**src/rtl/tl_bank_pkg.sv**
```systemverilog
// TileLink beat layouts, field widths and opcode constants shared by the bank buffer and its FIFOs.
// The packed beat structs follow the default field widths below.
package tl_bank_pkg;

    localparam int TL_SOURCE_W = 8;
    localparam int TL_ADDR_W   = 33;
    localparam int TL_DATA_W   = 64;
    localparam int TL_MASK_W   = TL_DATA_W / 8;

    localparam logic [2:0] TL_A_PUT_FULL_DATA    = 3'd0;
    localparam logic [2:0] TL_A_PUT_PARTIAL_DATA = 3'd1;
    localparam logic [2:0] TL_A_ARITHMETIC_DATA  = 3'd2;
    localparam logic [2:0] TL_A_LOGICAL_DATA     = 3'd3;
    localparam logic [2:0] TL_A_GET              = 3'd4;
    localparam logic [2:0] TL_A_INTENT           = 3'd5;

    localparam logic [2:0] TL_D_ACCESS_ACK       = 3'd0;
    localparam logic [2:0] TL_D_ACCESS_ACK_DATA  = 3'd1;
    localparam logic [2:0] TL_D_HINT_ACK         = 3'd2;

    typedef struct packed {
        logic [2:0]             opcode;
        logic [2:0]             param;
        logic [2:0]             size;
        logic [TL_SOURCE_W-1:0] source;
        logic [TL_ADDR_W-1:0]   address;
        logic [TL_MASK_W-1:0]   mask;
        logic [TL_DATA_W-1:0]   data;
    } tl_a_beat_t;

    typedef struct packed {
        logic [2:0]             opcode;
        logic [1:0]             param;
        logic [2:0]             size;
        logic [TL_SOURCE_W-1:0] source;
        logic                   denied;
        logic [TL_DATA_W-1:0]   data;
        logic                   corrupt;
    } tl_d_beat_t;

endpackage

```
**src/rtl/tl_bank_fifo.sv**
```systemverilog
// Valid/ready FIFO, head read from storage registers; enqueue-to-valid latency one cycle.
// enq_rdy drops when full (even with a simultaneous pop) and while reset is held low.
module tl_bank_fifo #(
    parameter int WIDTH = 8,
    parameter int DEPTH = 4
) (
    input  logic             clock,
    input  logic             reset,
    input  logic             enq_vld,
    output logic             enq_rdy,
    input  logic [WIDTH-1:0] enq_dat,
    output logic             deq_vld,
    input  logic             deq_rdy,
    output logic [WIDTH-1:0] deq_dat
);

    localparam int PW = $clog2(DEPTH);
    localparam logic [PW:0]   FULL_CNT = (PW+1)'(DEPTH);
    localparam logic [PW:0]   CNT_ONE  = (PW+1)'(1);
    localparam logic [PW-1:0] PTR_ONE  = PW'(1);

    logic [WIDTH-1:0] mem_q [DEPTH];
    logic [PW-1:0]    wr_ptr_q, wr_ptr_d;
    logic [PW-1:0]    rd_ptr_q, rd_ptr_d;
    logic [PW:0]      count_q, count_d;
    logic             push, pop;

    assign enq_rdy = reset & (count_q != FULL_CNT);
    assign deq_vld = (count_q != '0);
    assign deq_dat = mem_q[rd_ptr_q];
    assign push    = enq_vld & enq_rdy;
    assign pop     = deq_vld & deq_rdy;

    always_comb begin
        wr_ptr_d = wr_ptr_q;
        rd_ptr_d = rd_ptr_q;
        count_d  = count_q;
        if (push) begin
            wr_ptr_d = wr_ptr_q + PTR_ONE;
        end
        if (pop) begin
            rd_ptr_d = rd_ptr_q + PTR_ONE;
        end
        if (push && !pop) begin
            count_d = count_q + CNT_ONE;
        end else if (pop && !push) begin
            count_d = count_q - CNT_ONE;
        end
    end

    // Payload storage carries no reset; only the pointers and occupancy are cleared.
    always_ff @(posedge clock) begin
        if (push) begin
            mem_q[wr_ptr_q] <= enq_dat;
        end
    end

    always_ff @(posedge clock or negedge reset) begin
        if (!reset) begin
            wr_ptr_q <= '0;
            rd_ptr_q <= '0;
            count_q  <= '0;
        end else begin
            wr_ptr_q <= wr_ptr_d;
            rd_ptr_q <= rd_ptr_d;
            count_q  <= count_d;
        end
    end

endmodule

```
**src/rtl/tl_bank_buffer.sv**
```systemverilog
// TileLink A/D single-beat buffer with outstanding-request limit and sticky size/orphan flags; 1-cycle min latency per channel.
// Backpressure: A stalls when its FIFO is full or inflight hits MAX_INFLIGHT; D stalls when its FIFO is full.
module tl_bank_buffer
    import tl_bank_pkg::*;
#(
    parameter int A_DEPTH      = 4,
    parameter int D_DEPTH      = 4,
    parameter int MAX_INFLIGHT = 8,
    parameter int SOURCE_W     = TL_SOURCE_W,
    parameter int ADDR_W       = TL_ADDR_W,
    parameter int DATA_W       = TL_DATA_W
) (
    input  logic                  clock,
    input  logic                  reset,

    output logic                  auto_in_a_ready,
    input  logic                  auto_in_a_valid,
    input  logic [2:0]            auto_in_a_opcode,
    input  logic [2:0]            auto_in_a_param,
    input  logic [2:0]            auto_in_a_size,
    input  logic [SOURCE_W-1:0]   auto_in_a_source,
    input  logic [ADDR_W-1:0]     auto_in_a_address,
    input  logic [DATA_W/8-1:0]   auto_in_a_mask,
    input  logic [DATA_W-1:0]     auto_in_a_data,

    input  logic                  auto_in_d_ready,
    output logic                  auto_in_d_valid,
    output logic [2:0]            auto_in_d_opcode,
    output logic [1:0]            auto_in_d_param,
    output logic [2:0]            auto_in_d_size,
    output logic [SOURCE_W-1:0]   auto_in_d_source,
    output logic                  auto_in_d_denied,
    output logic [DATA_W-1:0]     auto_in_d_data,
    output logic                  auto_in_d_corrupt,

    input  logic                  auto_out_a_ready,
    output logic                  auto_out_a_valid,
    output logic [2:0]            auto_out_a_opcode,
    output logic [2:0]            auto_out_a_param,
    output logic [2:0]            auto_out_a_size,
    output logic [SOURCE_W-1:0]   auto_out_a_source,
    output logic [ADDR_W-1:0]     auto_out_a_address,
    output logic [DATA_W/8-1:0]   auto_out_a_mask,
    output logic [DATA_W-1:0]     auto_out_a_data,

    output logic                  auto_out_d_ready,
    input  logic                  auto_out_d_valid,
    input  logic [2:0]            auto_out_d_opcode,
    input  logic [1:0]            auto_out_d_param,
    input  logic [2:0]            auto_out_d_size,
    input  logic [SOURCE_W-1:0]   auto_out_d_source,
    input  logic                  auto_out_d_sink,
    input  logic                  auto_out_d_denied,
    input  logic [DATA_W-1:0]     auto_out_d_data,
    input  logic                  auto_out_d_corrupt,

    output logic [7:0]            status_inflight,
    output logic                  status_err_size,
    output logic                  status_err_orphan
);

    localparam int         LG_BEAT_BYTES = $clog2(DATA_W / 8);
    localparam logic [7:0] MAX_CNT       = 8'(MAX_INFLIGHT);

    tl_a_beat_t a_enq_dat, a_head;
    tl_d_beat_t d_enq_dat, d_head;
    logic       a_enq_rdy, a_deq_vld;
    logic       d_enq_rdy, d_deq_vld;
    logic       below_limit, a_fire, d_acc, d_fire, size_bad;
    logic [7:0] inflight_q, inflight_d;
    logic       err_size_q, err_size_d;
    logic       err_orphan_q, err_orphan_d;
    logic       unused_sink;

    // The downstream sink id has no upstream counterpart and is dropped.
    assign unused_sink = auto_out_d_sink;

    assign a_enq_dat = '{opcode:  auto_in_a_opcode,
                         param:   auto_in_a_param,
                         size:    auto_in_a_size,
                         source:  auto_in_a_source,
                         address: auto_in_a_address,
                         mask:    auto_in_a_mask,
                         data:    auto_in_a_data};

    assign d_enq_dat = '{opcode:  auto_out_d_opcode,
                         param:   auto_out_d_param,
                         size:    auto_out_d_size,
                         source:  auto_out_d_source,
                         denied:  auto_out_d_denied,
                         data:    auto_out_d_data,
                         corrupt: auto_out_d_corrupt};

    assign below_limit     = (inflight_q < MAX_CNT);
    assign auto_in_a_ready = a_enq_rdy & below_limit;
    assign a_fire          = auto_in_a_valid & auto_in_a_ready;
    assign d_acc           = auto_out_d_valid & auto_out_d_ready;
    assign d_fire          = auto_in_d_valid & auto_in_d_ready;
    assign size_bad        = (int'(auto_in_a_size) > LG_BEAT_BYTES);

    tl_bank_fifo #(
        .WIDTH ($bits(tl_a_beat_t)),
        .DEPTH (A_DEPTH)
    ) u_a_fifo (
        .clock   (clock),
        .reset   (reset),
        .enq_vld (auto_in_a_valid & below_limit),
        .enq_rdy (a_enq_rdy),
        .enq_dat (a_enq_dat),
        .deq_vld (a_deq_vld),
        .deq_rdy (auto_out_a_ready),
        .deq_dat (a_head)
    );

    tl_bank_fifo #(
        .WIDTH ($bits(tl_d_beat_t)),
        .DEPTH (D_DEPTH)
    ) u_d_fifo (
        .clock   (clock),
        .reset   (reset),
        .enq_vld (auto_out_d_valid),
        .enq_rdy (d_enq_rdy),
        .enq_dat (d_enq_dat),
        .deq_vld (d_deq_vld),
        .deq_rdy (auto_in_d_ready),
        .deq_dat (d_head)
    );

    assign auto_out_d_ready   = d_enq_rdy;

    assign auto_out_a_valid   = a_deq_vld;
    assign auto_out_a_opcode  = a_head.opcode;
    assign auto_out_a_param   = a_head.param;
    assign auto_out_a_size    = a_head.size;
    assign auto_out_a_source  = a_head.source;
    assign auto_out_a_address = a_head.address;
    assign auto_out_a_mask    = a_head.mask;
    assign auto_out_a_data    = a_head.data;

    assign auto_in_d_valid    = d_deq_vld;
    assign auto_in_d_opcode   = d_head.opcode;
    assign auto_in_d_param    = d_head.param;
    assign auto_in_d_size     = d_head.size;
    assign auto_in_d_source   = d_head.source;
    assign auto_in_d_denied   = d_head.denied;
    assign auto_in_d_data     = d_head.data;
    assign auto_in_d_corrupt  = d_head.corrupt;

    // A retire with nothing outstanding leaves the count at zero; the orphan flag records it.
    always_comb begin
        inflight_d   = inflight_q;
        err_size_d   = err_size_q | (a_fire & size_bad);
        err_orphan_d = err_orphan_q | (d_acc & (inflight_q == 8'd0));
        case ({a_fire, d_fire})
            2'b10:   inflight_d = inflight_q + 8'd1;
            2'b01:   if (inflight_q != 8'd0) inflight_d = inflight_q - 8'd1;
            default: inflight_d = inflight_q;
        endcase
    end

    always_ff @(posedge clock or negedge reset) begin
        if (!reset) begin
            inflight_q   <= 8'd0;
            err_size_q   <= 1'b0;
            err_orphan_q <= 1'b0;
        end else begin
            inflight_q   <= inflight_d;
            err_size_q   <= err_size_d;
            err_orphan_q <= err_orphan_d;
        end
    end

    assign status_inflight   = inflight_q;
    assign status_err_size   = err_size_q;
    assign status_err_orphan = err_orphan_q;

endmodule

```
**config.mk**
```make
export PLATFORM = sky130hd
export DESIGN_NAME = tl_bank_buffer
export DESIGN_NICKNAME = d
export VERILOG_FILES = /design/src/rtl/tl_bank_pkg.sv /design/src/rtl/tl_bank_fifo.sv /design/src/rtl/tl_bank_buffer.sv
export SDC_FILE = /design/constraint.sdc
export NUM_CORES = 1
export LEC_CHECK = 0
export ABC_AREA = 1
export BUFFER_PORTS_ARGS = -buffer_cell sky130_fd_sc_hd__buf_2
export CAP_MARGIN = 20
export CORE_MARGIN = 10
export CORE_UTILIZATION = 55
export DETAILED_ROUTE_END_ITERATION = 16
export PLACE_DENSITY_LB_ADDON = 0.15
export SLEW_MARGIN = 10
export SYNTH_ARGS = -nofsm -noshare
export SYNTH_HDL_FRONTEND = slang
export SYNTH_HIERARCHICAL = 1
export SYNTH_SLANG_ARGS = --single-unit
```
**constraint.sdc**
```tcl
create_clock -name clock -period 17.62 [get_ports clock]
set_input_delay 2.643 -clock clock [delete_from_list [all_inputs] [get_ports clock]]
set_output_delay 2.643 -clock clock [all_outputs]
set_load 0.01 [all_outputs]
```
* Word level (Yosys, flattened, before mapping) *
Memory sizes are Yosys's and may differ from the RTL's.
Cells that the tools add are included.
W data, S select, Z words.

word-level totals
  flip-flop bits (word level) = 24
  latch bits = 0
  ROM bits = 0
  output and inout bits = 218
  input port bits = 211
  bits in writable memories = 816
  memories = 2
  word-level logic and storage cells = 67

operators by class
  multiply operators = 0
  div/mod/pow operators = 0
  $add $sub $neg = 10
  reductions and logical operators = 16
  bitwise gates (word level) = 13
  order comparisons = 2
  equal/unequal tests = 5
  muxes and demuxes = 10
  shift-type cells = 0

memory list
  name            depth  width  read ports  clocked after Yosys merged registers in  write ports  line                text
  u_a_fifo.mem_q  4      122    1           0                                        1            tl_bank_fifo.sv:22  logic [WIDTH-1:0] mem_q [DEPTH];
  u_d_fifo.mem_q  4      82     1           0                                        1            tl_bank_fifo.sv:22

operator list
  kind                   count
  $pmux W8 S2            1
  $mux W3                4
  $and A1 B1 Y1          11
  $add A2 B1 Y2 const B  4
  $add A8 B1 Y8 const B  1
  $logic_not A8 Y1       1
  $lt A8 B4 Y1 const B   1
  $mux W8                1
  $reduce_bool A8 Y1     1
  $sub A8 B1 Y8 const B  1
  $add A3 B1 Y3 const B  2
  $ne A3 B3 Y1 const B   2
  $reduce_bool A2 Y1     3
  $reduce_bool A3 Y1     2
  $sub A3 B1 Y3 const B  2
  $logic_and A1 B1 Y1    4
  $logic_not A1 Y1       4
  $mux W1                4
  $gt A3 B2 Y1 const B   1
  $eq A2 B1 Y1 const B   1
  $eq A2 B2 Y1 const B   1
  $ne A2 B2 Y1 const B   1
  $or A1 B1 Y1           2
  $reduce_and A2 Y1      1

* Longest topological paths before layout *
  depth after elaboration = 7
  gate-level depth with buffers = 17
  depth with buffers taken out = 17

* Cells and area by module *
Netlist, hierarchy kept.

by module, submodules not included
  module                    area an instance (sq um)  times used  cells an instance  seq. area each (sq um)
  tl_bank_fifo at u_a_fifo  18,758.0                  1           1,362              14,829.2
  tl_bank_fifo at u_d_fifo  13,008.7                  1           936                10,024.6
  tl_bank_buffer            763.2                     1           100                250.2

* Worst setup path after synthesis *
OpenSTA, ideal clock, no wires.

  path type = input to register
  from = in auto_in_a_valid
  to = mem u_a_fifo/mem_q[0][0] in the netlist's numbering (enable)
  arrival = 8.172 ns
  library setup time = 0.605 ns
  cell stages on the path = 4
  data required time = 17.015 ns
  buffers on the path = 0
  path slack = 8.843 ns
  path through = inv_1 nor2_1 nand3_1 nor2_1

on the way
  word-level cells in the longest chain between the ends = 4

RTL lines
  element                        line                   text
  start, declared                tl_bank_buffer.sv:17   input logic auto_in_a_valid,
  $and A1 B1 Y1                  tl_bank_buffer.sv:107  .enq_vld (auto_in_a_valid & below_limit),
  $and A1 B1 Y1                  tl_bank_fifo.sv:31     assign push = enq_vld & enq_rdy;
  $mux W1                        tl_bank_fifo.sv:53     if (push) begin
  $mux W1 (implied by the code)  tl_bank_fifo.sv:54     mem_q[wr_ptr_q] <= enq_dat;
  end, declared                  tl_bank_fifo.sv:22

No other way between the ends.

* Worst setup path in the final report *
  from = in reset
  to = out auto_in_a_ready

on the way
  word-level cells in the longest chain between the ends = 2

RTL lines
  element          line                  text
  start, declared  tl_bank_buffer.sv:14  input logic reset,
  $and A1 B1 Y1    tl_bank_fifo.sv:28    assign enq_rdy = reset & (count_q != FULL_CNT);
  via a_enq_rdy    tl_bank_buffer.sv:67  logic a_enq_rdy, a_deq_vld;
  $and A1 B1 Y1    tl_bank_buffer.sv:95  assign auto_in_a_ready = a_enq_rdy & below_limit;
  end, declared    tl_bank_buffer.sv:16  output logic auto_in_a_ready,

The timed path passes the listed nets, and every way through them passes these cells.

==> impl_metrics.env <==
export IMPL_clockBufferDepth=3
export IMPL_antenna_found_initial=21
export IMPL_root_buffer="clkbuf_16"
export IMPL_numClockSinks=840
export IMPL_fp_row_count=89
export IMPL_path_buf_inv=3
export IMPL_track_usage=0.205
export IMPL_rsz0062_at_grt="false"
export IMPL_routabilityCongestion=0.794
export IMPL_ys_seq_area_frac=0.772
export IMPL_p_int_uw=3960
export IMPL_fmax_mhz=144
export IMPL_cap_violations=0
export IMPL_post_drt_wl_per_cell_um=19.9
export IMPL_num_vias=19800
export IMPL_finClkSkew_ns=0.0169
export IMPL_r2r_setup_slack_ns=13.11
export IMPL_clockPowerShare=0.281
export IMPL_cp_arrival_ns=4.31
export IMPL_ys_ff_latch=840
export IMPL_critPathTopFamily="buffers and inverters"
export IMPL_initial_core_util=0.553
export IMPL_setup_viol=0
export IMPL_swShare=0.346
export IMPL_io_buffers=427
export IMPL_slew_viol_final=0
export IMPL_slew_headroom=0.241
export IMPL_die_h_um=263
export IMPL_sequentialPowerShare=0.403
export IMPL_hold_violations=0
export IMPL_path_clk_slew_ns=0.05
export IMPL_grt_pass1_vias=19200
export IMPL_cp_max_fo=32
export IMPL_cts_hold_buffers_added=0
export IMPL_route_detailed_drc=0
export IMPL_post_route_min_period_ns=6.95
export IMPL_layout_drive_gt1_share=0.223
export IMPL_yosysWarnings=6
export IMPL_layout_area_overhead_vs_synth_pct=16.2
export IMPL_grt_first_pass_wirelength_um=111000
export IMPL_netSwitchingPower_uw=2100
export IMPL_hp_start="status_err_size$_DFF_PN0_"
export IMPL_whs_endpoint="status_err_size$_DFF_PN0_"
export IMPL_fp_dieArea_um2=69300
export IMPL_cp_slowest_cell="a21boi_0"
export IMPL_seqCellArea_um2=25100
export IMPL_fin_setup_tns_ns=0
export IMPL_worst_setup_path_type="in2out"
export IMPL_post_cts_buffers=0
export IMPL_drt_wl_total_um=72800
export IMPL_pwr_density_cell_nw_per_um2=160
export IMPL_fin_util=0.643
export IMPL_numCtsBuffers=84
export IMPL_worstPathCellList="buf_2 > a21boi_0 > inv_1 > nor2_1 > buf_2"
export IMPL_core_area_um2=58800
export IMPL_cts_tree="done"
export IMPL_synth_area_um2=32500
export IMPL_worstSetupEndpointType="primary output"
export IMPL_r2r_start="status_inflight[3]$_DFFE_PN0P_"
export IMPL_fin_crit_sh=0.395
export IMPL_r2r_cells=9
export IMPL_p_total_uw=6060
export IMPL_antenna_left=0
export IMPL_power_leakage_uw=0.0134
export IMPL_slowest_delay_ns=0.76
export IMPL_worst_pin_slew_ns=1.14
export IMPL_critPathLaunchType="primary input"
export IMPL_pin_count=429
export IMPL_overflow=0
export IMPL_grt_max_degree=189
export IMPL_multi_input_area_um2=6510
export IMPL_clock_latency_ns=0.62
export IMPL_first_pass_iters=5
export IMPL_fillCellCount=4359
export IMPL_irDropWorstVdd_v=0.000124
export IMPL_whs_path_depth=1
export IMPL_num_nets_final=3028
export IMPL_path_common_cell="buf_2"
export IMPL_synth_distinct_cells=32
export IMPL_status="finished, final reports clean"
export IMPL_first_iter_violations=1630
export IMPL_hold_class="reg2reg"
export IMPL_regToRegEndpoint="u_a_fifo/mem_q[3][111]$_DFFE_PP_"
export IMPL_cp_required_ns=14.98
export IMPL_htreeDepth=3
export IMPL_cts_resized=0
export IMPL_p_comb_frac=0.315
export IMPL_die_w_um=263
export IMPL_synth_nets=2628
export IMPL_viasPerCell=5.43
export IMPL_syn_inst=2398
export IMPL_syn_area_per_cell_um2=13.6
export IMPL_dp_hpwl_um=43900
## logic make-up (layout without fill, tap and decap cells)
kind of cell	count (synthesis)	count (layout)	share of synthesized area
AOI/OAI and AO/OA	628	628	0.103
xor gates and xnor gates	8	8	0.00215
adders and majority gates	19	19	0.00800
buffers and inverters	181	646	0.0301
DFF	840	840	0.772
other	0	12	0
and+or+nand+nor	722	722	0.0852
## sequential cells by signal (all words and copies together), names as in the netlist
name / flops
status_err_orphan: 1
status_err_size: 1
status_inflight: 8
u_a_fifo/count_q: 3
u_a_fifo/mem_q: 488
u_a_fifo/rd_ptr_q: 2
u_a_fifo/wr_ptr_q: 2
u_d_fifo/count_q: 3
u_d_fifo/mem_q: 328
u_d_fifo/rd_ptr_q: 2
u_d_fifo/wr_ptr_q: 2
## cell usage after synthesis
cell	instances	area (um^2)
edfxtp_1	816	24500
nor2_1	626	2350
o21ai_0	365	1830
o21ai_1	203	1020
nand2_1	72	270
buf_2	60	300
o21ai_2	50	438
clkbuf_1	46	173
inv_1	41	154
dfrtp_1	24	601
ha_1	16	200
buf_6	13	146
nand3_1	11	55.1
buf_4	9	67.6
nand4_1	8	50.1
a21oi_1	5	25.0
buf_12	5	100
xor2_1	5	43.8
clkbuf_2	3	15.0
fa_1	3	60.1
xnor2_1	3	26.3
a21boi_0	2	15.0
inv_2	2	7.51
nand3_2	2	20.0
a21o_1	1	7.51
a31o_2	1	8.76
inv_4	1	6.26
inv_6	1	8.76
nand2_4	1	11.3
nor2_4	1	11.3
nor3_1	1	5.00
o21bai_1	1	7.51
## layout make-up
cell class              count  area share
clock buffers             100      0.0583
multi-input cells        1377       0.172
clock inverters            51      0.0120
well taps                 773      0.0256
flip-flops and latches    840       0.664
inverters                  45     0.00500
diodes                     12    0.000794
repair buffers            450      0.0620
## routing by layer
metal	global-route usage	share of wire	vias up
met3	0.0538	0.069	120
met1	0.249	0.39	9692
li1	-	-	9451
met2	0.348	0.51	510
met5	0	0.0019	-
met4	0.0774	0.025	24
## per-stage QoR
step | hold slack (ns) | worst slack [ns] | area, um^2 | std cells
after floorplan | 0.464 | 8.84 | 32500 | 2398
after global placement | 0.459 | 10.68 | 35100 | 3484
after detailed placement | 0.454 | 10.65 | 35100 | 3484
after CTS | 0.468 | 10.65 | 37800 | 3635
after global routing | 0.499 | 10.47 | 37800 | 3644
final | 0.469 | 10.67 | 37800 | 3648
## layout by cell type (no fill, tap or decap), types with 14 or more instances in the layout
cell type    n
clkbuf_1    14
o21ai_2     50
clkinv_2    17
dfrtp_1     22
nand2_1     72
o21ai_0    365
o21ai_1    203
buf_4       21
ha_1        16
clkbuf_16   86
clkinv_1    19
edfxtp_1   816
inv_1       40
buf_2      427
nor2_1     618
## power by group through the flow
stage | Clock [uW] | Sequential, uW | Combinational (uW)
floorplan | 0 | 2430 | 1290
global placement | 0 | 2480 | 1880
detailed placement | 0 | 2480 | 1930
CTS | 1740 | 2440 | 1940
global route | 1830 | 2460 | 2130
finish | 1700 | 2440 | 1910
## worst max-delay path by stage
stage,slack (ns),from,endpoint,cells past startpoint
finish,10.67,reset,auto_in_a_ready,5
global route,10.47,reset,auto_in_a_ready,5
CTS,10.65,reset,auto_in_a_ready,5
detailed placement,10.65,reset,auto_in_a_ready,5
global placement,10.68,reset,auto_in_a_ready,5
floorplan,8.84,auto_in_a_valid,u_a_fifo/mem_q[0][0]$_DFFE_PP_,4
## worst reg2reg max path, stage by stage (launching register included)
cell     delay, ns
dfrtp_1       0.43
nor2_1        0.12
nand2_1       0.09
nor2_4        0.14
inv_1         0.08
nor2_1        0.34
nand3_1       0.48
nor2_4        0.95
buf_4         0.67
buf_4         0.80
Note: power is estimated with default switching activity, not from simulation.
